<file path="src/rtl/product_accumulator.sv">
// Sums fixed-length blocks of N signed samples into a saturating ACC_W-bit total
// and presents each block result on a single-entry ready/valid output register.
module product_accumulator #(
  parameter int DATA_W = 16,
  parameter int ACC_W  = 24,
  parameter int N      = 8
) (
  input  logic                     clk,
  input  logic                     rst,
  input  logic                     in_valid,
  output logic                     in_ready,
  input  logic signed [DATA_W-1:0] in_data,
  input  logic                     clear,
  output logic                     out_valid,
  input  logic                     out_ready,
  output logic signed [ACC_W-1:0]  out_sum,
  output logic                     out_sat
);

  localparam int CNT_W = $clog2(N);
  localparam logic signed [ACC_W-1:0] MAXV = {1'b0, {(ACC_W-1){1'b1}}};
  localparam logic signed [ACC_W-1:0] MINV = {1'b1, {(ACC_W-1){1'b0}}};

  typedef enum logic {EMPTY, PENDING} state_t;

  state_t                    state;
  logic signed [ACC_W-1:0]   acc;
  logic        [CNT_W-1:0]   cnt;
  logic                      sat_sticky;

  logic signed [ACC_W:0]     sum;
  logic signed [ACC_W-1:0]   clamped;
  logic                      ovf;
  logic                      last;
  logic                      accept;
  logic                      load;
  logic                      xfer;

  // One guard bit is enough: the sample is narrower than the accumulator,
  // so overflow shows up as the two top bits of sum disagreeing.
  always_comb begin
    sum     = {acc[ACC_W-1], acc} + {{(ACC_W+1-DATA_W){in_data[DATA_W-1]}}, in_data};
    ovf     = sum[ACC_W] ^ sum[ACC_W-1];
    clamped = sum[ACC_W-1:0];
    if (ovf) clamped = sum[ACC_W] ? MINV : MAXV;
  end

  assign last      = (cnt == CNT_W'(N-1));
  assign out_valid = (state == PENDING);
  assign in_ready  = !clear && !(last && out_valid && !out_ready);
  assign accept    = in_valid && in_ready;
  assign load      = accept && last;
  assign xfer      = out_valid && out_ready;

  always_ff @(posedge clk) begin
    if (rst) begin
      acc        <= '0;
      cnt        <= '0;
      sat_sticky <= 1'b0;
      state      <= EMPTY;
      out_sum    <= '0;
      out_sat    <= 1'b0;
    end else begin
      if (clear) begin
        acc        <= '0;
        cnt        <= '0;
        sat_sticky <= 1'b0;
      end else if (accept) begin
        if (last) begin
          acc        <= '0;
          cnt        <= '0;
          sat_sticky <= 1'b0;
        end else begin
          acc        <= clamped;
          cnt        <= cnt + CNT_W'(1);
          sat_sticky <= sat_sticky | ovf;
        end
      end

      if (load) begin
        out_sum <= clamped;
        out_sat <= sat_sticky | ovf;
      end

      unique case (state)
        EMPTY:   if (load) state <= PENDING;
        PENDING: if (xfer && !load) state <= EMPTY;
        default: state <= EMPTY;
      endcase
    end
  end

endmodule

</file>
<file path="config.mk">
export PLATFORM = sky130hd
export DESIGN_NAME = product_accumulator
export DESIGN_NICKNAME = d
export VERILOG_FILES = /design/src/rtl/product_accumulator.sv
export SDC_FILE = /design/constraint.sdc
export NUM_CORES = 1
export LEC_CHECK = 0
export ABC_CLOCK_PERIOD_IN_PS = 2950
export BUFFER_PORTS_ARGS = -buffer_cell sky130_fd_sc_hd__buf_2
export CAP_MARGIN = 20
export CORE_UTILIZATION = 30
export DETAILED_ROUTE_END_ITERATION = 7
export PLACE_DENSITY = 0.5
export SLEW_MARGIN = 25
export SYNTH_ARGS = -nofsm -noshare
export SYNTH_HDL_FRONTEND = slang
export SYNTH_SLANG_ARGS = --single-unit
</file>
<file path="constraint.sdc">
create_clock -name clk -period 2.95 [get_ports clk]
set_input_delay 0 -clock clk [delete_from_list [all_inputs] [get_ports clk]]
set_output_delay 0 -clock clk [all_outputs]
set_load 0.005 [all_outputs]
</file>
### Word level (Yosys, flattened, before mapping)

Cells that the tools add are included.

| word-level totals | value |
|---|---|
| output and inout bits | 27 |
| register bits after elaboration | 54 |
| logic and storage cells | 32 |
| input port bits | 21 |

| operators by class | value |
|---|---|
| add/subtract/negate cells | 2 |
| bitwise gates (word level) | 3 |
| muxes and demuxes | 8 |
| reduce and logical (&&, ||, !) cells | 12 |
| equal/unequal tests | 1 |

Operator list:

| cell | number |
|---|---|
| $mux W24 | 3 |
| $add A24 B16 Y25 | 1 |
| $logic_and A1 B1 Y1 | 7 |
| $logic_not A1 Y1 | 4 |
| $add A3 B1 Y3 const B | 1 |
| $eq A3 B3 Y1 const B | 1 |
| $mux W1 | 3 |
| $mux W3 | 1 |
| $pmux W1 S2 | 1 |
| $reduce_or A2 Y1 | 1 |
| $not A1 Y1 | 1 |
| $or A1 B1 Y1 | 1 |
| $xor A1 B1 Y1 | 1 |

### Logic depth before layout (Yosys ltp)

Gate-level depths: netlist of the first run.

| depth | value |
|---|---|
| depth in word-level cells | 11 |
| depth in mapped cells | 11 |
| depth with buffers taken out | 10 |

### Worst setup path after synthesis of the first run

No wires, ideal clock.

| path | value |
|---|---|
| kind | register -> register |
| start point | reg acc[0] |
| end point | reg out_sum[12] |
| setup time | 91 ps |
| stages on the path, launching flop included | 12 |
| arrival time | 2307 ps |
| period minus slack after synthesis | 2398 ps |
| data required time | 2859 ps |
| path buffers | 1 |
| setup slack | 552 ps |
| cell sequence | dfxtp_1 ha_1 inv_1 fa_1 nand2b_1 a21oi_1 o21a_2 o21bai_4 a21oi_4 buf_4 nand2_1 a311oi_1 |

| between the ends | value |
|---|---|
| longest elaborated chain between the ends | 3 |
| elaborated cells between the ends (all ways) | 4 |
| classes of those cells | add/sub (1); mux (2); bitwise (1) |

RTL lines:

| element | RTL line | RTL |
|---|---|---|
| start, declared | 27 | `logic signed [ACC_W-1:0] acc;` |
| start signal, assigned | 74 | `acc <= clamped;` |
| $add A24 B16 Y25 (*) | 42 | `sum = {acc[ACC_W-1], acc} + {{(ACC_W+1-DATA_W){in_data[DATA_W-1]}}, in_data};` |
| $mux W24 / $xor A1 B1 Y1 (equally long branches) | 45, 43 |  |
| $mux W24 (*) | 45 | `if (ovf) clamped = sum[ACC_W] ? MINV : MAXV;` |
| end signal, assigned | 81 | `out_sum <= clamped;` |
| end, declared | 16 | `output logic signed [ACC_W-1:0] out_sum,` |

Mark *: on every way between the ends. The rest lies on a longest branch, timed or not.
A chain may end at the register's enable or synchronous reset.

### Worst setup path in the final report of the first run

| path | value |
|---|---|
| start point | reg acc[0] |
| end point | reg out_sum[21] |

The elaborated chain is that of the path after synthesis.

==> results of run 1 <==
-- layer usage --
metal	track usage (%)	part of all wire, %	vias to the layer above
met5	0	0	-
met4	3.874	0.81	0
met3	2.831	4.3	6
met2	28.07	45	82
met1	24.18	50	1688
li1	-	-	1793
-- synthesized netlist by cell type, types with 7 or more instances --
cell	count	area (um^2)
sky130_fd_sc_hd__a21o_1	7	52.55
sky130_fd_sc_hd__a21oi_1	28	140.1
sky130_fd_sc_hd__a31oi_1	17	106.4
sky130_fd_sc_hd__buf_2	8	40.04
sky130_fd_sc_hd__clkbuf_1	8	30.03
sky130_fd_sc_hd__dfxtp_1	54	1081
sky130_fd_sc_hd__ha_1	26	325.3
sky130_fd_sc_hd__inv_1	10	37.54
sky130_fd_sc_hd__nand2_1	55	206.5
sky130_fd_sc_hd__nand2b_1	7	43.79
sky130_fd_sc_hd__nand3_1	18	90.09
sky130_fd_sc_hd__nand4_1	9	56.30
sky130_fd_sc_hd__nor2_1	31	116.4
sky130_fd_sc_hd__nor3_1	9	45.04
sky130_fd_sc_hd__o211ai_1	11	82.58
sky130_fd_sc_hd__o21ai_0	19	95.09
sky130_fd_sc_hd__o21ai_1	21	105.1
sky130_fd_sc_hd__xnor2_1	9	78.83
sky130_fd_sc_hd__xor2_1	8	70.07
-- sequential cells by signal, indices dropped and copies added (netlist names) --
| signal | flops |
|---|---|
| out_sat | 1 |
| cnt | 3 |
| sat_sticky | 1 |
| out_sum | 24 |
| out_valid | 1 |
| acc | 24 |
-- area by class of cell --
cell class                      instances  area (um^2)
Clock buffer                            6        138.9
Clock inverter                          2        17.52
Fill cell                            1210         7295
Inverter                               11        41.29
Multi-Input combinational cell        361         2431
Sequential cell                        54         1081
Tap cell                              143        178.9
Timing Repair Buffer                   71        430.4
-- worst paths after layout --
check / slack, ps / startpoint / endpoint
setup / recovery: 240 / acc[0] / out_sum[21]
hold reg to reg: 440 / out_sum[17] / out_sum[17]
hold / removal: 40 / rst / out_valid
setup reg to reg: 240 / acc[0] / out_sum[21]
-- power breakdown --
group | switching, W | total (W) | internal (W)
registers | 0.00000846 | 0.000750 | 0.000742
logic | 0.000235 | 0.000378 | 0.000143
clock network | 0.000293 | 0.000635 | 0.000342
total | 0.000536 | 0.00176 | 0.00123
-- cell usage in the layout, fill, tap and decap left out, types with 7 or more instances in the layout --
cell type	synthesis	routed
sky130_fd_sc_hd__a21o_1	7	7
sky130_fd_sc_hd__o21ai_1	21	21
sky130_fd_sc_hd__inv_1	10	10
sky130_fd_sc_hd__nand4_1	9	9
sky130_fd_sc_hd__nand2b_1	7	7
sky130_fd_sc_hd__o211ai_1	11	11
sky130_fd_sc_hd__xnor2_1	9	9
sky130_fd_sc_hd__nor3_1	9	8
sky130_fd_sc_hd__o21ai_0	19	19
sky130_fd_sc_hd__a31oi_1	17	17
sky130_fd_sc_hd__xor2_1	8	7
sky130_fd_sc_hd__buf_4	2	22
sky130_fd_sc_hd__a21oi_1	28	25
sky130_fd_sc_hd__ha_1	26	26
sky130_fd_sc_hd__dfxtp_1	54	54
sky130_fd_sc_hd__nand3_1	18	16
sky130_fd_sc_hd__nand2_1	55	55
sky130_fd_sc_hd__nor2_1	31	31
sky130_fd_sc_hd__buf_2	8	47
-- cell families after synthesis --
family | after synthesis | synth area share (%)
compound gates | 159 | 30.92
buf+inv | 33 | 4.525
simple gates | 158 | 21.07
fa+ha+maj | 27 | 9.534
flops | 54 | 29.84
xor+xnor | 17 | 4.111
-- per-stage QoR --
stage / power [W] / cell area, um^2 / utilization [%] / std cells
after floorplan: 0.001025 / 3622 / - / 448
after global placement: 0.001129 / 4061 / 34.97 / 634
after detailed placement: 0.001131 / 4061 / 34.97 / 634
after CTS: 0.001770 / 4228 / 36.40 / 643
after global routing: 0.001862 / 4319 / 37.19 / 648
final: 0.001763 / 4319 / 37.19 / 648
-- repair_timing --
action,CTS,global route
resized for setup,0,11
endpoints found under the hold margin,1,0
endpoints found under the setup margin,0,42
setup buffers,0,5
hold buffers,1,0
-- critical path, stage by stage, from the launching register on --
cell,delay (ps)
sky130_fd_sc_hd__dfxtp_1,340
sky130_fd_sc_hd__ha_1,210
sky130_fd_sc_hd__inv_1,70
sky130_fd_sc_hd__fa_1,390
sky130_fd_sc_hd__nand2b_1,190
sky130_fd_sc_hd__a21oi_2,250
sky130_fd_sc_hd__o21a_2,240
sky130_fd_sc_hd__o21bai_4,100
sky130_fd_sc_hd__a21o_1,260
sky130_fd_sc_hd__o32ai_1,400
sky130_fd_sc_hd__a22o_1,200
==> implementation parameters, run 1 <==
Parameter                              Value

STA
  Final worst-path setup slack ... 242.0 ps
  Setup TNS ... 0 ps
  Max Clock Skew ... 10.49 ps
  Portion of the clock cycle consumed by the worst path in the final layout ... 91.80%
  Unrepaired setup endpoints after global routing ... false
  Worst rel slew slack ... between 60 and 70%
  Final-layout worst hold slack ... 36.12 ps
  Slew at the pin with the worst max-slew slack ... 531.1 ps
  Minimum clock period after layout ... around 2700 ps
  Final setup violation count ... 0
  Slew Viols, Final ... 0
  Fmax achieved ... between 300 and 400 MHz
  Number of hold violations in the final report ... 0

Logic synthesis
  Yosys synthesis warning count ... 0
  FF+latch count, synth ... 54
  Number of enable flip-flop cells after synthesis ... 0
  Share of synthesized flip-flops with an asynchronous set or reset ... 0%
  Main synth FF type ... sky130_fd_sc_hd__dfxtp_1
  Post-Synthesis Mean Instance Area ... a little over 8 um^2
  Portion of the post-synthesis area used by sequential elements ... between 20% and 30%
  Total standard cell area after synthesis ... roughly 3600 um^2
  Syn Inst Count ... ~450
  Netlist cell types ... 67
  Net count of the mapped netlist ... a little under 500

Placement
  Buffers added on ports ... 47
  Setup Slack @ Placement ... approximately 66 ps
  Detailed placement HPWL ... 7.980 mm
  Weighted congestion reported at the end of routability-driven placement ... 0.8321

Clock tree
  CTS H-tree lvls ... 2
  Clock buffer count from CTS ... 5
  Clk root buf ... sky130_fd_sc_hd__clkbuf_16
  Maximum root-to-sink buffer count ... 2
  Clock latency reported for the late side of the worst-skew pair ... about 300 ps
  TritonCTS clock tree ... yes
  Clock input transition at the sequential cells of the worst setup and hold paths ... ~80 ps
  TritonCTS sink count ... 54

Min path
  WHS Path Cells ... 2
  Worst min-delay path category ... in2reg

GRT
  Number of global-route vias before repair ... ~3,400
  GRT Total Usage ... between 15 and 20%
  Maximum number of pins on one net before global-route repair ... 24
  Antenna violations before repair ... 0
  Global-route wire length before repair ... about 17 mm
  Total gr overflow ... 0

Detailed routing
  Final wirelength ... around 11 mm
  Drt wl/cell ... ~16 um
  DRT antenna net count ... 0
  Number of vias per cell ... about 5.5
  First-pass detailed-route iteration total ... 7
  Violation count after the first detailed-route iteration ... between 150 and 200
  Routed vias ... 3,569
  DRC violations left ... 4

Power
  PD cells ... between 400 and 500 nW/um^2
  IR Drop Worst-Case VDD ... 0.2121 mV
  Leakage power of the design ... between 1.5 and 2 nW

Flow run
  Reported max-cap violation count ... 0

Cells and area
  Ratio of cells with drive above 1 in the final layout ... between 20% and 30%
  Nets@finish ... around 550
  Synthesis-to-layout area growth ... 19.24%
  N_diodes ... 0

Floorplan
  Chip width ... approximately 110 um
  Boundary Pins ... 48
  Count of standard-cell rows ... 39
  Overall die area ... roughly 13,000 um^2
  Placeable core region ... between 10,000 and 15,000 um^2
  Initial standard-cell utilization of the core ... 31.19%
  Die height ... 111.9 um

Worst setup path
  Worst Path Class, Setup ... reg2reg
  Number of cells traversed by the worst register-to-register path ... 10
  Arrival time of the worst setup path ... between 2000 and 3000 ps
  Crit start category ... flip-flop
  CP required ... roughly 3200 ps
  CP endpoint kind ... flip-flop
  Maximum fanout encountered on the critical timing path ... 6

Run status
  Violations in the final reports ... design-rule violations
  Result of the run ... finished with violations
(Power assumes the default switching activity.)
==> inputs of run 2 (changes only) <==
--- a/config.mk
+++ b/config.mk
@@ -5,6 +5,7 @@
 export SDC_FILE = /design/constraint.sdc
 export NUM_CORES = 1
 export LEC_CHECK = 0
+export ABC_AREA = 1
 export ABC_CLOCK_PERIOD_IN_PS = 2950
 export BUFFER_PORTS_ARGS = -buffer_cell sky130_fd_sc_hd__buf_2
 export CAP_MARGIN = 20
==> run 2 against run 1 <==
- the run now ends clean
- flip-flop and latch count stayed put
- cell count grew 25%
- sequential power barely moved
- critical path type unchanged
==> implementation parameters, run 2 <==
Parameter                              Value

Worst setup path
  Top cell by count, worst path ... sky130_fd_sc_hd__nand2_2
  List of cells traversed by the critical path ... ha_1 -> inv_1 -> fa_1 -> inv_1 -> nand3_1 -> nand2_1 -> nand2_1 -> nand2_2 -> nand2_2 -> nand4_1 -> nand2_2 -> nand2_4 -> o21ai_0 -> nor2_1 -> nor2_1
  Largest delay share family, worst path ... simple AND/OR/NAND/NOR gates
  CP endpoint kind ... flip-flop
  Worst reg2reg path startpoint ... acc[0]
  Arrival time of the worst setup path ... approximately 2800 ps
  CP required ... between 3000 and 4000 ps
  Buffers and inverters on the worst path ... 2
  Crit start category ... flip-flop
  Number of cells traversed by the worst register-to-register path ... 15
  Slowest CP cell ... sky130_fd_sc_hd__fa_1
  Max stage delay on crit path ... around 400 ps
  Maximum fanout encountered on the critical timing path ... 24
  Worst Path Class, Setup ... reg2reg
  Worst reg2reg setup slack ... roughly 330 ps
  WP depth ... 15
  Reg-to-Reg End ... out_sum[17]

Detailed routing
  First-pass detailed-route iteration total ... 5
  Number of vias per cell ... 4.703
  Final wirelength ... roughly 11 mm
  Drt wl/cell ... 13.82 um
  DRC violations left ... 0
  DRT antenna net count ... 0
  Length of routed met3 wiring ... between 200 and 300 um
  Met2 wirelength from detailed routing ... 4.915 mm
  Routed length on met1 ... between 5 and 6 mm
  Routed vias ... ~3,800
  Highest routed layer ... met4
  Violation count after the first detailed-route iteration ... about 190

Placement
  DP Area ... between 4000 and 5000 um^2
  Detailed placement HPWL ... between 8 and 9 mm
  Buffers added on ports ... 47
  Placed instance count ... between 700 and 800
  Weighted congestion reported at the end of routability-driven placement ... roughly 0.9

Run status
  Result of the run ... completed

Logic synthesis
  Main synth FF type ... sky130_fd_sc_hd__dfxtp_1
  Top post-synthesis cells by area ... sky130_fd_sc_hd__dfxtp_1, sky130_fd_sc_hd__nand2_1, sky130_fd_sc_hd__ha_1
  Compound-cell area share of the yosys netlist ... between 10% and 20%
  FF+latch count, synth ... 54
  Yosys synthesis warning count ... 0
  Post-Synthesis Mean Instance Area ... ~6.4 um^2
  Post-Synth XOR/XNOR Area ... 3.677%
  Number of enable flip-flop cells after synthesis ... 0
  Share of synthesized flip-flops with an asynchronous set or reset ... 0%
  Netlist cell types ... 32
  Net count of the mapped netlist ... about 640
  Syn Inst Count ... ~600
  Portion of the post-synthesis area used by sequential elements ... 28.37%
  Total standard cell area after synthesis ... 3811 um^2
  Mux share of post-synthesis cell area ... 0%
  Top-area cell type share of the netlist area ... between 20% and 30%
  Commonest cells in the synthesized netlist ... sky130_fd_sc_hd__nand2_1, sky130_fd_sc_hd__inv_1, sky130_fd_sc_hd__dfxtp_1
  Area leader, netlist ... sky130_fd_sc_hd__dfxtp_1
  Cell with the most instances after synthesis ... sky130_fd_sc_hd__nand2_1
  Post-synthesis share of cell area spent on full adders, half adders and majority gates ... under 10%
  Largest family of logic cells by synthesized area ... simple AND/OR/NAND/NOR gates
  Post-synthesis share of cell area spent on and, or, nand and nor gates ... a little under a third

Min path
  End point of the most critical hold path ... sat_sticky
  WHS Path Cells ... 4
  Hold_sp ... clear
  Worst min-delay path category ... in2reg

Cells and area
  Most common cell after layout, fill and taps aside ... sky130_fd_sc_hd__nand2_1
  Cell area after layout ... between 4000 and 5000 um^2
  Synthesis-to-layout area growth ... 15.23%
  Commonest cells after routing, fill and taps aside ... sky130_fd_sc_hd__nand2_1, sky130_fd_sc_hd__inv_1, sky130_fd_sc_hd__dfxtp_1
  Multi-input logic area ... between 2000 and 2500 um^2
  Final core utilization ... a little over a third
  Biggest registers after layout ... acc: 24 flops, out_sum: 24 flops, cnt: 3 flops
  Final std cells w/o fill ... approximately 800
  Flip-flop and latch area ... 1081 um^2
  N_diodes ... 0
  Number of inserted filler cells in the final layout ... ~1,400
  Ratio of cells with drive above 1 in the final layout ... between 10% and 20%
  Nets@finish ... approximately 690

Floorplan
  Count of standard-cell rows ... 40
  Placeable core region ... between 10,000 and 15,000 um^2
  Die height ... between 100 and 150 um
  Chip width ... 114.7 um
  Overall die area ... roughly 13,000 um^2
  Initial standard-cell utilization of the core ... between 30% and 40%
  Boundary Pins ... 48

Clock tree
  TritonCTS sink count ... 54
  Clock input transition at the sequential cells of the worst setup and hold paths ... around 70 ps
  Clock latency reported for the late side of the worst-skew pair ... approximately 290 ps
  CTS H-tree lvls ... 2
  TritonCTS clock tree ... yes
  Number of buffers inserted to repair setup after CTS ... 0
  Clock buffer count from CTS ... 5
  Maximum root-to-sink buffer count ... 2
  Clk root buf ... sky130_fd_sc_hd__clkbuf_16

Power
  Total power ... about 0.0018 W
  Leakage power of the design ... around 2.3 nW
  PD cells ... ~400 nW/um^2
  IR Drop Worst-Case VDD ... roughly 0.29 mV

GRT
  Antenna violations before repair ... 0
  Maximum number of pins on one net before global-route repair ... 29
  Global-route wire length before repair ... about 18 mm
  Number of global-route vias before repair ... 3,608
  Total gr overflow ... 0
  GRT Total Usage ... about 18%

STA
  Worst rel slew slack ... a little under half
  Portion of the clock cycle consumed by the worst path in the final layout ... about nine tenths
  Number of hold violations in the final report ... 0
  Unrepaired setup endpoints after global routing ... false
  Minimum clock period after layout ... roughly 2600 ps
  Slew Viols, Final ... 0
  Max Clock Skew ... ~6.8 ps
  Final setup violation count ... 0
  Setup TNS ... 0 ps
  Slew at the pin with the worst max-slew slack ... 805.0 ps
  Fmax achieved ... 382.4 MHz

Flow run
  Reported max-cap violation count ... 0
==> run 2: logic make-up (layout without fill, tap and decap cells) <==
logic type,count (synthesis),count (layout)
AO/OA/AOI/OAI,119,119
XOR/XNOR,16,16
adder cells (fa/ha/maj),27,27
buffers and inverters,90,134
flip-flops,54,54
AND/OR/NAND/NOR,289,289
==> run 2: area by class of cell <==
type	count	area share [%]
multi-input cells	451	54.02
flip-flops and latches	54	24.62
repair buffers	52	6.325
inverters	74	6.325
well taps	168	4.786
clock buffers	5	2.849
clock inverters	3	1.083
==> run 2: stage by stage <==
step           setup slack, ps  hold WS, ps
2_1_floorplan            740.6        35.17
3_3_place_gp             404.5        189.9
3_5_place_dp             303.1        197.1
4_1_cts                  300.4        18.22
5_1_grt                  13.57        58.41
6_report                 334.8        26.87
==> run 2: worst max-delay path by stage <==
stage	startpoint	end	slack, ps
6_report	acc[0]	out_sum[17]	330
5_1_grt	acc[0]	out_sum[17]	10
4_1_cts	acc[0]	out_sum[17]	300
3_5_place_dp	acc[0]	out_sum[17]	300
3_3_place_gp	acc[0]	out_sum[17]	400
2_1_floorplan	acc[0]	out_sum[5]	740
==> run 2: repair_timing <==
item | in CTS | in global routing
hold buffers | 2 | 0
endpoints found under the setup margin | 0 | 1
gates resized for setup | 0 | 1
hold endpoints to repair | 1 | 0
==> run 2: tightest hold or removal path: cells and delay by family <==
kind	cells	cell delay [ps]
buffers and inverters	2	130
AOI/OAI and AO/OA	1	90
and+or+nand+nor	1	50
==> run 2: layer usage <==
layer | track usage, % | vias to the layer above
li1 | - | 1994
met1 | 25.69 | 1732
met2 | 27.64 | 61
met3 | 1.641 | 8
met4 | 4.762 | 0
met5 | 0 | -
==> run 2: power breakdown <==
group          total [W]  switching [W]  internal (W)
logic           0.000354       0.000241      0.000112
clock network   0.000684       0.000279      0.000405
registers       0.000748     0.00000848      0.000739
total            0.00179       0.000529       0.00126
